`config.mk`:
```
export PLATFORM = sky130hd
export DESIGN_NAME = piso_stream_serializer
export DESIGN_NICKNAME = d
export VERILOG_FILES = /design/src/rtl/piso_stream_serializer.sv
export SDC_FILE = /design/constraint.sdc
export NUM_CORES = 1
export LEC_CHECK = 0
export BUFFER_PORTS_ARGS = -buffer_cell sky130_fd_sc_hd__buf_2
export CAP_MARGIN = 20
export CELL_PAD_IN_SITES_DETAIL_PLACEMENT = 0
export CELL_PAD_IN_SITES_GLOBAL_PLACEMENT = 1
export CORE_UTILIZATION = 43
export CTS_CLUSTER_SIZE = 24
export DETAILED_ROUTE_END_ITERATION = 16
export MAX_ROUTING_LAYER = met4
export PLACE_DENSITY_LB_ADDON = 0.1
export SETUP_SLACK_MARGIN = 0.1
export SKIP_CTS_REPAIR_TIMING = 1
export SLEW_MARGIN = 25
export SYNTH_ARGS = -nofsm -noshare
export SYNTH_HDL_FRONTEND = slang
export SYNTH_SLANG_ARGS = --single-unit
```
`constraint.sdc`:
```
create_clock -name clk -period 2.1 [get_ports clk]
set_input_delay 0.105 -clock clk [delete_from_list [all_inputs] [get_ports clk]]
set_output_delay 0.105 -clock clk [all_outputs]
set_load 0.02 [all_outputs]
```
`src/rtl/piso_stream_serializer.sv`:
```
// Parallel-in / serial-out feeder for the serial pattern detector.
// One-word holding buffer lets consecutive words stream with no idle bit slots.
module piso_stream_serializer #(
  parameter int WIDTH     = 8,
  parameter bit LSB_FIRST = 1'b0
) (
  input  logic             clk,
  input  logic             rst,
  input  logic [WIDTH-1:0] data_i,
  input  logic             load_i,
  output logic             ready_o,
  input  logic             pause_i,
  output logic             d_o,
  output logic             valid_o,
  output logic             busy_o,
  output logic             word_done_o
);

  localparam int            CW   = $clog2(WIDTH);
  localparam logic [CW-1:0] LAST = CW'(WIDTH - 1);

  typedef enum logic {
    ST_IDLE  = 1'b0,
    ST_SHIFT = 1'b1
  } state_e;

  state_e           state_q, state_d;
  logic [WIDTH-1:0] shift_q, shift_d;
  logic [WIDTH-1:0] hold_q, hold_d;
  logic             hold_full_q, hold_full_d;
  logic [CW-1:0]    cnt_q, cnt_d;

  logic             accept;
  logic             xfer;
  logic             last_bit;
  logic [WIDTH-1:0] shift_next;

  // Handshake: a word is taken on any edge with load_i=1 and ready_o=1.
  // ready_o depends only on the registered buffer flag, so upstream never
  // sees a combinational path from load_i back to ready_o.
  assign ready_o     = ~hold_full_q;
  assign accept      = load_i & ready_o;

  assign busy_o      = (state_q == ST_SHIFT);
  assign valid_o     = busy_o & ~pause_i;
  assign xfer        = valid_o;
  assign last_bit    = (cnt_q == LAST);
  assign word_done_o = xfer & last_bit;

  generate
    if (LSB_FIRST) begin : g_lsb_first
      assign d_o        = shift_q[0];
      assign shift_next = {1'b0, shift_q[WIDTH-1:1]};
    end else begin : g_msb_first
      assign d_o        = shift_q[WIDTH-1];
      assign shift_next = {shift_q[WIDTH-2:0], 1'b0};
    end
  endgenerate

  always_comb begin
    state_d     = state_q;
    shift_d     = shift_q;
    hold_d      = hold_q;
    hold_full_d = hold_full_q;
    cnt_d       = cnt_q;

    case (state_q)
      ST_IDLE: begin
        // The buffer is always empty here; accepted words go straight to the shifter.
        if (accept) begin
          shift_d = data_i;
          cnt_d   = '0;
          state_d = ST_SHIFT;
        end
      end

      ST_SHIFT: begin
        if (xfer && last_bit) begin
          if (hold_full_q) begin
            shift_d     = hold_q;
            cnt_d       = '0;
            hold_full_d = 1'b0;
          end else if (accept) begin
            shift_d = data_i;
            cnt_d   = '0;
          end else begin
            cnt_d   = '0;
            state_d = ST_IDLE;
          end
        end else begin
          if (xfer) begin
            shift_d = shift_next;
            cnt_d   = cnt_q + 1'b1;
          end
          if (accept) begin
            hold_d      = data_i;
            hold_full_d = 1'b1;
          end
        end
      end

      default: state_d = ST_IDLE;
    endcase
  end

  always_ff @(posedge clk or negedge rst) begin
    if (!rst) begin
      state_q     <= ST_IDLE;
      shift_q     <= '0;
      hold_q      <= '0;
      hold_full_q <= 1'b0;
      cnt_q       <= '0;
    end else begin
      state_q     <= state_d;
      shift_q     <= shift_d;
      hold_q      <= hold_d;
      hold_full_q <= hold_full_d;
      cnt_q       <= cnt_d;
    end
  end

endmodule

```
==> flow_summary.html <==
<table>
<tr><th>Metric</th><th>Value</th></tr>
<tr><th colspan="2">Floorplan</th></tr>
<tr><td>Die span in y</td><td>53.52 um</td></tr>
<tr><td>Placeable core region</td><td>2500 um2</td></tr>
<tr><td>I/O Pins</td><td>17</td></tr>
<tr><td>Initial standard-cell utilization of the core</td><td>45.65%</td></tr>
<tr><td>Horizontal die dimension</td><td>between 50 and 60 um</td></tr>
<tr><td>Number of rows created at floorplan</td><td>18</td></tr>
<tr><td>DIE AREA</td><td>2864 um2</td></tr>
<tr><th colspan="2">Synth</th></tr>
<tr><td>Cell Area, Synth</td><td>between 1000 and 1500 um2</td></tr>
<tr><td>Synth Warn #</td><td>0</td></tr>
<tr><td>Cell taking the most area after synthesis</td><td>sky130_fd_sc_hd__dfrtp_1</td></tr>
<tr><td>Area share of the largest cell type after synthesis</td><td>46.05%</td></tr>
<tr><td>Portion of the post-synthesis area used by sequential elements</td><td>a little under half</td></tr>
<tr><td>Ys async rst share</td><td>between 90% and 100%</td></tr>
<tr><td>Netlist cell types</td><td>31</td></tr>
<tr><td>Most area-consuming cells after synthesis</td><td>sky130_fd_sc_hd__dfrtp_1 46%, sky130_fd_sc_hd__mux2_2 9.9%, sky130_fd_sc_hd__mux2i_1 7.0%, sky130_fd_sc_hd__a311oi_1 3.8%, sky130_fd_sc_hd__o21ai_0 3.1%</td></tr>
<tr><td>Number of nets produced by synthesis</td><td>117</td></tr>
<tr><td>Synth Instances</td><td>103</td></tr>
<tr><td>Average footprint of a synthesized cell</td><td>11.08 um2</td></tr>
<tr><td>Most used flip-flop cell after synthesis</td><td>sky130_fd_sc_hd__dfrtp_1</td></tr>
<tr><td>Number of enable flip-flop cells after synthesis</td><td>0</td></tr>
<tr><td>FF+latch count, synth</td><td>21</td></tr>
<tr><th colspan="2">Drt</th></tr>
<tr><td>Detailed Route Iter0 Violations</td><td>11</td></tr>
<tr><td>Detail-routed via count per cell</td><td>5.784</td></tr>
<tr><td>Via count</td><td>roughly 890</td></tr>
<tr><td>Count of nets left with antenna violations after detail routing</td><td>0</td></tr>
<tr><td>Post-detailed-route wirelength per cell</td><td>around 17 um</td></tr>
<tr><td>Detailed Route WL</td><td>roughly 2600 um</td></tr>
<tr><td>Number of DRC violations after detailed routing</td><td>0</td></tr>
<tr><td>Length of the first detailed-routing pass in iterations</td><td>4</td></tr>
<tr><th colspan="2">Clock tree</th></tr>
<tr><td>TritonCTS clock tree</td><td>done</td></tr>
<tr><td>Root Buffer</td><td>sky130_fd_sc_hd__clkbuf_4</td></tr>
<tr><td>Worst-Skew Late Latency</td><td>0.31 ns</td></tr>
<tr><td>Maximum count of clock buffers along a single path</td><td>2</td></tr>
<tr><td>Clk sinks</td><td>21</td></tr>
<tr><td>CTS HTree Levels</td><td>1</td></tr>
<tr><td>Clock-pin transition on the worst setup and hold timing paths</td><td>~0.12 ns</td></tr>
<tr><td>Number of buffers created by CTS</td><td>3</td></tr>
<tr><th colspan="2">Finish</th></tr>
<tr><td>Top library cells by usage in the layout, fill and taps aside</td><td>21 x sky130_fd_sc_hd__dfrtp_1, 16 x sky130_fd_sc_hd__buf_2, 10 x sky130_fd_sc_hd__mux2_2, 8 x sky130_fd_sc_hd__mux2i_1, 7 x sky130_fd_sc_hd__o21ai_0</td></tr>
<tr><td>Commonest non-fill, non-tap cell in the layout</td><td>sky130_fd_sc_hd__dfrtp_1</td></tr>
<tr><td>Final-stage net count</td><td>between 100 and 150</td></tr>
<tr><td>P&amp;R area growth vs syn</td><td>13.71%</td></tr>
<tr><td>Number of diodes</td><td>0</td></tr>
<tr><td>Sequential Area</td><td>about 530 um2</td></tr>
<tr><td>Design Area, Final</td><td>1297 um2</td></tr>
<tr><td>Area of the multi-input gates</td><td>roughly 570 um2</td></tr>
<tr><td>Fillers</td><td>240</td></tr>
<tr><td>Share of layout cells above drive strength 1</td><td>31.71%</td></tr>
<tr><td>Fraction of the core area covered by cells at the end of the flow</td><td>51.90%</td></tr>
<tr><th colspan="2">GRT</th></tr>
<tr><td>Remaining global-route overflow</td><td>0</td></tr>
<tr><td>Initial antenna violation count</td><td>0</td></tr>
<tr><td>Global-route wire length before repair</td><td>4236 um</td></tr>
<tr><td>Overall track demand over capacity in global routing</td><td>22.01%</td></tr>
<tr><td>Via count of the first global-routing pass</td><td>890</td></tr>
<tr><td>Pin count of the biggest net entering global routing</td><td>22</td></tr>
<tr><th colspan="2">Min path</th></tr>
<tr><td>Class of the tightest hold or removal check</td><td>input port to register</td></tr>
<tr><th colspan="2">Timing</th></tr>
<tr><td>Maximum clock skew at final layout</td><td>just over 0.009 ns</td></tr>
<tr><td>PnR worst setup slack</td><td>0.2374 ns</td></tr>
<tr><td>Unrepaired setup endpoints after global routing</td><td>false</td></tr>
<tr><td>Rel. slew slack</td><td>53.84%</td></tr>
<tr><td>Number of hold violations in the final report</td><td>0</td></tr>
<tr><td>Hold Worst Slack</td><td>0.03304 ns</td></tr>
<tr><td>Max-slew violation total from the final report</td><td>0</td></tr>
<tr><td>Worst Max-Slew Pin Slew</td><td>0.6924 ns</td></tr>
<tr><td>Time the final worst path needs with I/O delays and setup</td><td>1.863 ns</td></tr>
<tr><td>Number of endpoints failing setup at the final stage</td><td>0</td></tr>
<tr><td>Setup tns final</td><td>0 ns</td></tr>
<tr><td>Final period util</td><td>88.70%</td></tr>
<tr><td>Top achievable clock speed</td><td>536.9 MHz</td></tr>
<tr><th colspan="2">Power and ir drop</th></tr>
<tr><td>Standby leakage power</td><td>between 0.0006 and 0.0007 uW</td></tr>
<tr><td>Pwr/cell area</td><td>1243 nW/um2</td></tr>
<tr><td>Peak supply drop</td><td>0.7080 mV</td></tr>
<tr><th colspan="2">Setup path</th></tr>
<tr><td>Data arrival, critical path</td><td>2.06 ns</td></tr>
<tr><td>Maximum fanout count along the critical path</td><td>8</td></tr>
<tr><td>Classification of the worst setup path</td><td>register to register</td></tr>
<tr><td>Startpoint class of the critical path</td><td>register</td></tr>
<tr><td>Req. time, crit path</td><td>between 2 and 2.5 ns</td></tr>
<tr><td>Kind of capture point of the worst setup path</td><td>register</td></tr>
<tr><th colspan="2">Place</th></tr>
<tr><td>Placement Setup Slack</td><td>0.2317 ns</td></tr>
<tr><td>DPL Wire Length</td><td>around 1800 um</td></tr>
<tr><td>Port Buffer Count</td><td>16</td></tr>
<tr><td>Instance area at placement</td><td>1260 um2</td></tr>
<tr><td>GPL Wtd Cong</td><td>around 0.79</td></tr>
<tr><th colspan="2">Job</th></tr>
<tr><td>Maximum Capacitance Violations</td><td>0</td></tr>
<tr><th colspan="2">Status</th></tr>
<tr><td>Outcome</td><td>finished, final reports clean</td></tr>
</table>
## through the flow
stage / cells / power [uW]
2_1_floorplan: 103 / 1208
3_3_place_gp: 148 / 1395
3_5_place_dp: 148 / 1424
4_1_cts: 152 / 1627
5_1_grt: 153 / 1752
6_report: 153 / 1613
## report_power, final
group	internal (uW)	switching, uW	total [uW]
registers	581	139	719
logic	353	346	698
clock network	71.0	125	196
## cells in the mapped netlist, types with 2 or more instances
| cell type | instances |
|---|---|
| sky130_fd_sc_hd__dfrtp_1 | 21 |
| sky130_fd_sc_hd__mux2_2 | 10 |
| sky130_fd_sc_hd__mux2i_1 | 8 |
| sky130_fd_sc_hd__o21ai_0 | 7 |
| sky130_fd_sc_hd__a311oi_1 | 5 |
| sky130_fd_sc_hd__nor2b_1 | 5 |
| sky130_fd_sc_hd__o22ai_1 | 5 |
| sky130_fd_sc_hd__a21oi_1 | 4 |
| sky130_fd_sc_hd__nor2_1 | 4 |
| sky130_fd_sc_hd__inv_1 | 3 |
| sky130_fd_sc_hd__nand2b_1 | 3 |
| sky130_fd_sc_hd__a221oi_1 | 2 |
| sky130_fd_sc_hd__a22oi_1 | 2 |
| sky130_fd_sc_hd__buf_2 | 2 |
| sky130_fd_sc_hd__clkbuf_1 | 2 |
| sky130_fd_sc_hd__ha_1 | 2 |
| sky130_fd_sc_hd__nand2_1 | 2 |
| sky130_fd_sc_hd__nand3_1 | 2 |
| sky130_fd_sc_hd__o211ai_1 | 2 |
## area by class of cell
type                       instances  area share (%)
inverter                           3          0.8679
multi-input combinational         73           43.78
timing repair buffer              22           9.836
clock buffer                       3           1.736
clock inverter                     1          0.3857
tap                               30           2.893
sequential                        21           40.50
## cells by family (layout without fill, tap and decap cells)
logic type                 count (synthesis)  count (layout)  synth area share [%]
buffers and inverters                      9              29                 4.167
AOI/OAI and AO/OA                         32              32                 19.08
DFF                                       21              21                 46.05
and+or+nand+nor                           21              21                 11.62
muxes                                     18              18                 16.89
adders and majority gates                  2               2                 2.193
## sequential cells by signal, indices dropped and copies added (netlist names)
name / count
shift_q: 8
busy_o: 1
hold_q: 8
cnt_q: 3
hold_full_q: 1
## final timing paths
check / from / endpoint / slack, ns / depth (start not counted)
setup / recovery: cnt_q[0] / hold_q[2] / 0.24 / 5
hold / removal: data_i[6] / hold_q[6] / 0.03 / 2
setup reg to reg: cnt_q[0] / hold_q[2] / 0.24 / 5
hold reg to reg: hold_q[1] / hold_q[1] / 0.52 / 1
max in group asynchronous: rst / cnt_q[2] / 1.48 / 2
min in group asynchronous: rst / shift_q[0] / 0.27 / 2
## metal layers
| layer | global-route usage [%] | share of wire [%] |
|---|---|---|
| met1 | 28.62 | 48 |
| met2 | 33.75 | 49 |
| met3 | 3.448 | 2.2 |
| met4 | 9.211 | 0.90 |
| met5 | - | 0 |
## worst max-delay path: stages, from the launching register on
cell and delay, ns:
sky130_fd_sc_hd__dfrtp_1 0.43, sky130_fd_sc_hd__ha_1 0.22, sky130_fd_sc_hd__ha_1 0.19, sky130_fd_sc_hd__nor2b_4 0.15
sky130_fd_sc_hd__nor3_4 0.38, sky130_fd_sc_hd__mux2_2 0.38
(Power assumes the default switching activity.)
